<file path="src/rtl/fpu_pkg.sv">
// Shared constants and state encoding for the iterative FPU stages.
package fpu_pkg;

    localparam int FP32_FRAC_WIDTH = 24;  // significand incl. hidden bit
    localparam int FP32_EXP_WIDTH  = 8;

    // Common encoding for multi-cycle FPU stages.
    typedef enum logic [1:0] {
        IDLE = 2'd0,
        RUN  = 2'd1,
        DONE = 2'd2
    } iterState_t;

    // Integer ceiling division, used to size per-cycle slices.
    function automatic int ceilDiv(input int n, input int d);
        return (n + d - 1) / d;
    endfunction

endpackage

</file>
<file path="src/rtl/fp_mant_mult_iter_if.sv">
// Operand/result bundle between the unpack stage, the iterative
// mantissa multiplier and the normalize/round stage.
interface fp_mant_mult_iter_if #(
    parameter int FRAC_WIDTH = 24
);
    logic                    validIn;
    logic [FRAC_WIDTH-1:0]   mantAIn;
    logic [FRAC_WIDTH-1:0]   mantBIn;
    logic                    busyOut;
    logic                    validOut;
    logic [2*FRAC_WIDTH-1:0] prodOut;

    // Upstream side: issues operands, observes status and product.
    modport master (
        output validIn, mantAIn, mantBIn,
        input  busyOut, validOut, prodOut
    );

    // Multiplier side.
    modport slave (
        input  validIn, mantAIn, mantBIn,
        output busyOut, validOut, prodOut
    );
endinterface

</file>
<file path="src/rtl/fp_mant_mult_iter_chunk.sv">
// Combinational partial product of the full multiplicand with one
// BPC-bit slice of the multiplier, built as a shift-add over slice bits.
module fp_chunk_pprod #(
    parameter int FRAC_WIDTH = 24,
    parameter int BPC        = 6
) (
    input  logic [FRAC_WIDTH-1:0]     mantIn,
    input  logic [BPC-1:0]            sliceIn,
    output logic [FRAC_WIDTH+BPC-1:0] pprodOut
);
    localparam int PP_W = FRAC_WIDTH + BPC;

    // Sum the multiplicand shifted by each set slice bit.
    always_comb begin
        pprodOut = '0;
        for (int i = 0; i < BPC; i++) begin
            if (sliceIn[i]) begin
                pprodOut = pprodOut + (PP_W'(mantIn) << i);
            end
        end
    end
endmodule

</file>
<file path="src/rtl/fp_mant_mult_iter.sv">
// Iterative unsigned significand multiplier: consumes BPC multiplier
// bits per clock and accumulates A*B over MULT_CYCLES clocks.
module fp_mant_mult_iter
    import fpu_pkg::*;
#(
    parameter int FRAC_WIDTH  = FP32_FRAC_WIDTH,
    parameter int MULT_CYCLES = 4
) (
    input logic               clkIn,
    input logic               rstIn,
    fp_mant_mult_iter_if.slave bus
);
    localparam int BPC    = ceilDiv(FRAC_WIDTH, MULT_CYCLES);
    localparam int PAD_W  = MULT_CYCLES * BPC;          // B zero-extended to whole slices
    localparam int ACC_W  = 2 * FRAC_WIDTH;
    localparam int PP_W   = FRAC_WIDTH + BPC;
    localparam int WIDE_W = FRAC_WIDTH + PAD_W;         // never narrower than ACC_W
    localparam int CNT_W  = (MULT_CYCLES > 1) ? $clog2(MULT_CYCLES) : 1;
    localparam logic [CNT_W-1:0] LAST_CNT = CNT_W'(MULT_CYCLES - 1);

    iterState_t            state, stateNext;
    logic [CNT_W-1:0]      cnt;
    logic [FRAC_WIDTH-1:0] aReg;
    logic [PAD_W-1:0]      bReg;
    logic [ACC_W-1:0]      acc;
    logic [BPC-1:0]        chunk;
    logic [PP_W-1:0]       pprod;
    logic [WIDE_W-1:0]     pprodShifted;
    logic                  accept;

    // New operands are taken only when idle or in the result cycle.
    assign accept = bus.validIn && ((state == IDLE) || (state == DONE));

    // Select the multiplier slice for this iteration and align its product.
    always_comb begin
        chunk        = bReg[int'(cnt) * BPC +: BPC];
        pprodShifted = WIDE_W'(pprod) << (int'(cnt) * BPC);
    end

    fp_chunk_pprod #(
        .FRAC_WIDTH (FRAC_WIDTH),
        .BPC        (BPC)
    ) uChunk (
        .mantIn   (aReg),
        .sliceIn  (chunk),
        .pprodOut (pprod)
    );

    // State register.
    always_ff @(posedge clkIn) begin
        if (rstIn) state <= IDLE;
        else       state <= stateNext;
    end

    // Next-state logic: IDLE -> RUN -> DONE -> (RUN | IDLE).
    always_comb begin
        stateNext = state;
        case (state)
            IDLE:    if (bus.validIn) stateNext = RUN;
            RUN:     if (cnt == LAST_CNT) stateNext = DONE;
            DONE:    stateNext = bus.validIn ? RUN : IDLE;
            default: stateNext = IDLE;
        endcase
    end

    // Operand capture, slice counter and accumulator.
    always_ff @(posedge clkIn) begin
        if (rstIn) begin
            cnt  <= '0;
            acc  <= '0;
            aReg <= '0;
            bReg <= '0;
        end else if (accept) begin
            aReg <= bus.mantAIn;
            bReg <= PAD_W'(bus.mantBIn);
            acc  <= '0;
            cnt  <= '0;
        end else if (state == RUN) begin
            // The true product fits ACC_W, so dropping high zero bits is exact.
            acc <= acc + pprodShifted[ACC_W-1:0];
            cnt <= (cnt == LAST_CNT) ? '0 : cnt + 1'b1;
        end
    end

    assign bus.busyOut  = (state == RUN);
    assign bus.validOut = (state == DONE);
    assign bus.prodOut  = acc;
endmodule

</file>
<file path="src/flat_wrapper.sv">
// flat-port wrapper written by rule: the top's interface ports become plain ports
module fp_mant_mult_iter_flat import fpu_pkg::*;
#(
    parameter int FRAC_WIDTH  = FP32_FRAC_WIDTH,
    parameter int MULT_CYCLES = 4
)
  (clkIn, rstIn, bus_validIn, bus_mantAIn, bus_mantBIn, bus_busyOut, bus_validOut, bus_prodOut);
  fp_mant_mult_iter_if #(.FRAC_WIDTH(FRAC_WIDTH)) bus_i ();
  input logic clkIn;
  input logic rstIn;
  input wire logic [$bits(bus_i.validIn)-1:0] bus_validIn;
  input wire logic [$bits(bus_i.mantAIn)-1:0] bus_mantAIn;
  input wire logic [$bits(bus_i.mantBIn)-1:0] bus_mantBIn;
  output wire logic [$bits(bus_i.busyOut)-1:0] bus_busyOut;
  output wire logic [$bits(bus_i.validOut)-1:0] bus_validOut;
  output wire logic [$bits(bus_i.prodOut)-1:0] bus_prodOut;
  assign bus_i.validIn = bus_validIn;
  assign bus_i.mantAIn = bus_mantAIn;
  assign bus_i.mantBIn = bus_mantBIn;
  assign bus_busyOut = bus_i.busyOut;
  assign bus_validOut = bus_i.validOut;
  assign bus_prodOut = bus_i.prodOut;
  fp_mant_mult_iter #(.FRAC_WIDTH(FRAC_WIDTH), .MULT_CYCLES(MULT_CYCLES)) u_core (.clkIn(clkIn), .rstIn(rstIn), .bus(bus_i));
endmodule
</file>
<file path="config.mk">
export PLATFORM = sky130hd
export DESIGN_NAME = fp_mant_mult_iter_flat
export DESIGN_NICKNAME = d
export VERILOG_FILES = /design/src/rtl/fpu_pkg.sv /design/src/rtl/fp_mant_mult_iter_if.sv /design/src/rtl/fp_mant_mult_iter_chunk.sv /design/src/rtl/fp_mant_mult_iter.sv /design/src/flat_wrapper.sv
export SDC_FILE = /design/constraint.sdc
export NUM_CORES = 1
export LEC_CHECK = 0
export ABC_AREA = 1
export CORE_ASPECT_RATIO = 2
export CORE_MARGIN = 1.5
export CORE_UTILIZATION = 40
export DETAILED_ROUTE_END_ITERATION = 16
export PLACE_DENSITY = 0.6
export SLEW_MARGIN = 15
export SYNTH_ARGS = -nofsm -noshare
export SYNTH_HDL_FRONTEND = slang
export SYNTH_SLANG_ARGS = --single-unit
</file>
<file path="constraint.sdc">
create_clock -name clkIn -period 28.8 [get_ports clkIn]
set_input_delay 5.76 -clock clkIn [delete_from_list [all_inputs] [get_ports clkIn]]
set_output_delay 5.76 -clock clkIn [all_outputs]
set_load 0.05 [all_outputs]
</file>
==> impl_results.md, run 1 <==
* Cts hold-fix bufs at 0
* Worst Path Arrival at 13.93 ns
* Final ANT Viol Nets at 0
* Critical path type: flip-flop to flip-flop
* Maximum number of pins on one net before global-route repair at 73
* Gr ovfl total at 0
* MaxCap Viol Count at 0
* Placeable Area at 38040 um^2
* Hold_ws at 0.4933 ns
* Fin crit period at 13.59 ns
* Leakage at 8.652 nW
* Fillers at 4171
* CTS tree: done
* Worst setup SP type: flip-flop
* Crit-path most repeated cell: nand2_1
* Core Rows at 101
* Final Cycle Share at 47.18%
* Post-route setup TNS at 0 ns
* Type of destination of the critical path: flip-flop
* Post-detail-place hpwl at 47610 um
* Post CTS Setup Buffer Count at 0
* Initial DRC count at 797
* Final setup viols at 0
* Die width at 142.1 um
* Sequential element share of the synthesized area at 12.93%
* Clock buffer depth at 2
* Detailed-route DRC error count at 0
* GPL Wtd Cong at 1.047
* Wirelength per Cell at 18.34 um
* DIE HEIGHT at 281.3 um
* Clock Latency Late Sink at 0.39 ns
* CTS root buf: clkbuf_16
* Crit path max-delay cell type: o21ai_0
* # diodes at 0
* Pwr Density at 55.77 nW/um^2
* Ys Warns at 0
* Syn_area_per_cell at 5.939 um^2
* Most common cell after layout, fill and taps aside: nand2_1
* Outcome: completed
* Max VDD drop at 0.03640 mV
* Initial Utilization at 40.72%
* H-tree levels at 3
* DRT Pass-1 Iters at 7
* Slew margin rel. at 35.87%
* First-pass GRT wire length at 90480 um
* HP Start: u_core.bReg[14]
* Yosys reg bits at 100
* Share of layout cells above drive strength 1 at 5.416%
* Worst-path clk slew at 0.09 ns
* Required @ worst endpoint at 29.14 ns
* Total number of vias at 17190
* Post-Synthesis Cells at 2608
* Syn_nets at 2835
* Dominant synthesized flop cell: dfxtp_1
* RR Startpoint: u_core.cnt[0]
* Num CTS Buffers at 9
* Layout Nets at 2881
* Resized Gates After CTS at 0
* Maximum clock rate at 0.07360 GHz
* HP Class: flip-flop to flip-flop
* Total wire length at 58200 um
* Worst Skew at 0.01521 ns
* Worst-Margin Slew at 0.9519 ns
* Worst-path maximum fanout at 44
* Initial antenna violation count at 0
* Post-synth EDFFs at 0
* CP Launch Point: u_core.cnt[0]
* Max incr delay on CP at 0.45 ns
* GRT Overall Usage at 29.31%
* Area growth syn-to-layout at 11.06%
* Clock tree sinks at 100
* Async SR Flop Fraction at 0%
* Fin util at 45.22%
* # port buffers at 100
* I/O pins at 101
* Vias in the first global route at 17390
* Vias per inst at 5.415
* Netlist area before placement at 15490 um^2
* Commonest non-fill, non-tap cells in the layout: nand2_1 (615), inv_1 (298), nor2_1 (283)
* Final Hold Vio Count at 0
* Die area at 39980 um^2
* Slew Viols, Final at 0
* RSZ-0062 raised after global routing: false
* Cell variety after synth at 62
## where the power goes
part           internal [mW]  switching, mW  total, mW
combinational          0.226          0.434      0.660
clock                 0.0612         0.0701      0.131
sequential             0.149         0.0191      0.168
## flip-flops by register name (all words and copies together), names as in the netlist
register            flops
u_core.bus.prodOut     48
u_core.aReg            24
u_core.bReg            24
u_core.cnt              2
u_core.state            2
## layout make-up
class	instances	area [um^2]	area share [%]
repair buffers	117	1129	6.561
clock buffers	9	225.2	1.309
clock inverters	7	66.31	0.3855
multi-input cells	2110	11940	69.43
flip-flops and latches	100	2003	11.65
well taps	515	644.4	3.746
inverters	316	1191	6.925
## path summary, 6_finish.rpt
kind	endpoint	slack [ns]	cells after the start
max	u_core.bus.prodOut[47]	15.21	75
min	u_core.bReg[14]	0.49	2
max reg2reg	u_core.bus.prodOut[47]	15.21	75
min reg2reg	u_core.bReg[14]	0.49	2
## per-stage QoR
stage | instance area, um^2 | power (mW) | cells | setup slack [ns]
final | 17200 | 0.9593 | 3174 | 15.21
after global routing | 17200 | 1.044 | 3174 | 13.97
after CTS | 17200 | 0.9572 | 3174 | 15.33
after detailed placement | 16910 | 0.8197 | 3158 | 15.38
after global placement | 16910 | 0.8165 | 3158 | 15.42
after floorplan | 15490 | 0.6535 | 2608 | 18.08
## critical path: cells and delay by family (launching register included)
kind	cells	cell delay [ns]
XOR/XNOR	5	0.95
adder cells (fa/ha/maj)	6	2.08
AND/OR/NAND/NOR	35	4.52
AO/OA/AOI/OAI	19	4.33
flip-flops	1	0.37
buffers and inverters	9	1.12
multiplexers	1	0.12
## metal layers
layer	part of all wire (%)	GRT usage [%]	up-vias
li1	-	-	8753
met1	34	25.47	7904
met2	54	58.12	359
met3	3.0	4.021	172
met4	9.0	23.45	0
met5	0	0	-
## cell usage after synthesis (40+ instances only)
cell | n | area [um^2]
nand2_1 | 616 | 2312
inv_1 | 298 | 1119
nor2_1 | 284 | 1066
a21oi_1 | 233 | 1166
o21ai_0 | 194 | 970.9
nand3_1 | 185 | 925.9
ha_1 | 170 | 2127
dfxtp_1 | 100 | 2002
xor2_1 | 68 | 595.6
xnor2_1 | 44 | 385.4
clkbuf_1 | 41 | 153.9
o21ai_1 | 40 | 200.2
## cell families (layout without fill, tap and decap cells)
| logic type | after synthesis | in the layout | synth area share [%] |
|---|---|---|---|
| compound gates | 608 | 608 | 22.47 |
| fa+ha+maj | 176 | 176 | 14.51 |
| buf+inv | 398 | 449 | 10.03 |
| simple gates | 1208 | 1208 | 33.26 |
| flops | 100 | 100 | 12.93 |
| mux | 6 | 6 | 0.4685 |
| xor+xnor | 112 | 112 | 6.333 |
Note: power is estimated with default switching activity, not from simulation.
==> inputs of run 2 (changes only) <==
--- a/config.mk
+++ b/config.mk
@@ -10,7 +10,7 @@
 export CORE_MARGIN = 1.5
 export CORE_UTILIZATION = 40
 export DETAILED_ROUTE_END_ITERATION = 16
-export PLACE_DENSITY = 0.6
+export PLACE_DENSITY = 0.62
 export SLEW_MARGIN = 15
 export SYNTH_ARGS = -nofsm -noshare
 export SYNTH_HDL_FRONTEND = slang
==> constraint.sdc (replaced) <==
create_clock -name clkIn -period 11.04 [get_ports clkIn]
set_input_delay 2.208 -clock clkIn [delete_from_list [all_inputs] [get_ports clkIn]]
set_output_delay 2.208 -clock clkIn [all_outputs]
set_load 0.05 [all_outputs]
==> run 2 against run 1 <==
  * Clock-buffer cell count did not move
  * Hold slack got worse by 0.021 ns
  * Power rose to 3.2 times the previous value
  * Critical path type unchanged
  * Critical endpoint unchanged
  * Largest power group unchanged
==> impl_results.md, run 2 (synthesis results as in run 1) <==
* Core Rows at 101 (unchanged)
* Maximum number of pins on one net before global-route repair at 72 (was 73)
* Area growth syn-to-layout at 35.59% (was 11.06%)
* Detailed-route DRC error count at 0 (unchanged)
* Clock buffer depth at 2 (unchanged)
* Maximum clock rate at 0.09483 GHz (was 0.07360 GHz)
* Multi-input gate area at 13400 um^2 (was 11940 um^2)
* Wirelength per Cell at 17.72 um (was 18.34 um)
* CP Launch Point: u_core.cnt[0] (unchanged)
* DIE HEIGHT at 281.3 um (unchanged)
* Vias per inst at 5.357 (was 5.415)
* Required @ worst endpoint at 11.38 ns (was 29.14 ns)
* Placeable Area at 38040 um^2 (unchanged)
* Fin crit period at 10.55 ns (was 13.59 ns)
* Final ANT Viol Nets at 0 (unchanged)
* Worst-path maximum fanout at 6 (was 44)
* First-pass GRT wire length at 94780 um (was 90480 um)
* Final setup viols at 0 (unchanged)
* Layout Cells excl Fill at 3476 (was 3174)
* Hold depth at 2 (unchanged)
* Pwr Total at 3.099 mW (was 959.3 uW)
* Max reg flops at 48 (unchanged)
* Initial antenna violation count at 0 (unchanged)
* Worst setup SP type: flip-flop (unchanged)
* Post-detail-place hpwl at 49820 um (was 47610 um)
* CTS root buf: clkbuf_16 (unchanged)
* Initial DRC count at 645 (was 797)
* RSZ-0062 raised after global routing: true (was false)
* H-tree levels at 3 (unchanged)
* Final Hold Vio Count at 0 (unchanged)
* Layout Nets at 3183 (was 2881)
* Num CTS Buffers at 9 (unchanged)
* Clock tree sinks at 100 (unchanged)
* Slew Viols, Final at 0 (unchanged)
* Commonest non-fill, non-tap cells in the layout: nand2_1 (570), buf_4 (314), inv_1 (289) (was nand2_1 (615), inv_1 (298), nor2_1 (283))
* # diodes at 0 (unchanged)
* Total wire length at 61600 um (was 58200 um)
* Die area at 39980 um^2 (unchanged)
* HP Class: flip-flop to flip-flop (unchanged)
* Clock Latency Late Sink at 0.39 ns (about the same)
* Initial Utilization at 40.72% (unchanged)
* DRT Pass-1 Iters at 7 (unchanged)
* Worst Path Arrival at 10.88 ns (was 13.93 ns)
* Worst Skew at 0.01530 ns (was 0.01521 ns)
* Buf+Inv Stages, Crit Path at 8 (was 9)
* Share of layout cells above drive strength 1 at 23.94% (was 5.416%)
* CTS tree: done (unchanged)
* Critical path type: flip-flop to flip-flop (unchanged)
* MaxCap Viol Count at 0 (unchanged)
* RR Startpoint: u_core.cnt[0] (unchanged)
* WHS Endpoint: u_core.aReg[10] (was u_core.bReg[14])
* HP Start: u_core.aReg[10] (was u_core.bReg[14])
* Gr ovfl total at 0 (unchanged)
* Placed Cells at 3440 (was 3158)
* Pwr Density at 147.5 nW/um^2 (was 55.77 nW/um^2)
* GRT Overall Usage at 30.67% (was 29.31%)
* Fin util at 55.21% (was 45.22%)
* Worst-path clk slew at 0.09 ns (about the same)
* Type of destination of the critical path: flip-flop (unchanged)
* Max VDD drop at 0.1054 mV (was 0.03640 mV)
* Slew margin rel. at 21.54% (was 35.87%)
* Total number of vias at 18620 (was 17190)
* Fillers at 3898 (was 4171)
* Die width at 142.1 um (unchanged)
* R2R depth at 70 (was 75)
* Vias in the first global route at 18630 (was 17390)
* R2R setup slack at 0.49 ns (was 15.21 ns)
* Final Cycle Share at 95.52% (was 47.18%)
* I/O pins at 101 (unchanged)
* Crit path max-delay cell type: dfxtp_4 (was o21ai_0)
* Max incr delay on CP at 0.40 ns (was 0.45 ns)
* # port buffers at 100 (unchanged)
* Delay-heaviest family, CP: compound AO/OA/AOI/OAI gates (was simple AND/OR/NAND/NOR gates)
* GPL Wtd Cong at 1.058 (was 1.047)
* Outcome: completed (unchanged)
* Reg2reg end: u_core.bus.prodOut[47] (unchanged)
* Reg area at 2008 um^2 (was 2003 um^2)
* Worst-Margin Slew at 1.165 ns (was 0.9519 ns)
* Most common cell after layout, fill and taps aside: nand2_1 (unchanged)
* Leakage at 10.31 nW (was 8.652 nW)
* Crit-path most repeated cell: nand2_1 (unchanged)
## run 2: changes by cell type in the layout (fill, tap and decap cells not counted), sizes merged
cell and delta:
inv -1, buf +302, bufinv +1
## run 2: worst min-delay path, delay by kind of cell (launching register included)
family          cells  cell delay (ns)
compound gates      1             0.05
buf+inv             1             0.06
flops               1             0.32
## run 2: timing repair
item	4_1_cts	5_1_grt
pin swaps	2	70
buffers inserted	0	20
setup endpoints to repair	11	28
hold buffers	0	0
gates resized for setup	21	315
## run 2: metal layers
layer / global-route usage [%] / up-vias / share of wire (%)
met5: 0 / - / 0
met3: 5.503 / 246 / 3.2
li1: - / 9381 / -
met1: 25.77 / 8581 / 33
met2: 60.40 / 413 / 54
met4: 25.61 / 0 / 9.7
## run 2: final cells by class
class / instances / share of cell area (%)
multi-input cells: 2110 / 63.80
repair buffers: 419 / 16.34
flip-flops and latches: 100 / 9.562
inverters: 316 / 5.672
well taps: 515 / 3.068
clock buffers: 9 / 1.072
clock inverters: 7 / 0.4885
## run 2: power by group
| part | internal (mW) | total [mW] | switching [mW] |
|---|---|---|---|
| logic | 0.964 | 2.31 | 1.34 |
| registers | 0.389 | 0.414 | 0.0249 |
| clock network | 0.185 | 0.376 | 0.191 |
## run 2: how the worst max path moves through the flow
stage,endpoint,cells after the start,slack (ns)
after global placement,u_core.bus.prodOut[43],69,-0.24
final,u_core.bus.prodOut[47],70,0.49
after detailed placement,u_core.bus.prodOut[43],72,-0.16
after floorplan,u_core.bus.prodOut[47],82,0.32
after global routing,u_core.bus.prodOut[47],75,-0.21
after CTS,u_core.bus.prodOut[43],77,0.008
## run 2: metrics by stage
step	setup WS (ns)	cell area (um^2)	setup TNS, ns	hold WS (ns)
global route	-0.2071	21000	-1.261	0.5075
finish	0.4945	21000	0	0.4724
CTS	0.007736	19450	0	0.4796
detailed placement	-0.1587	19030	-0.6259	0.4658
global placement	-0.2373	19030	-0.6618	0.4643
floorplan	0.3157	15490	0	0.4549
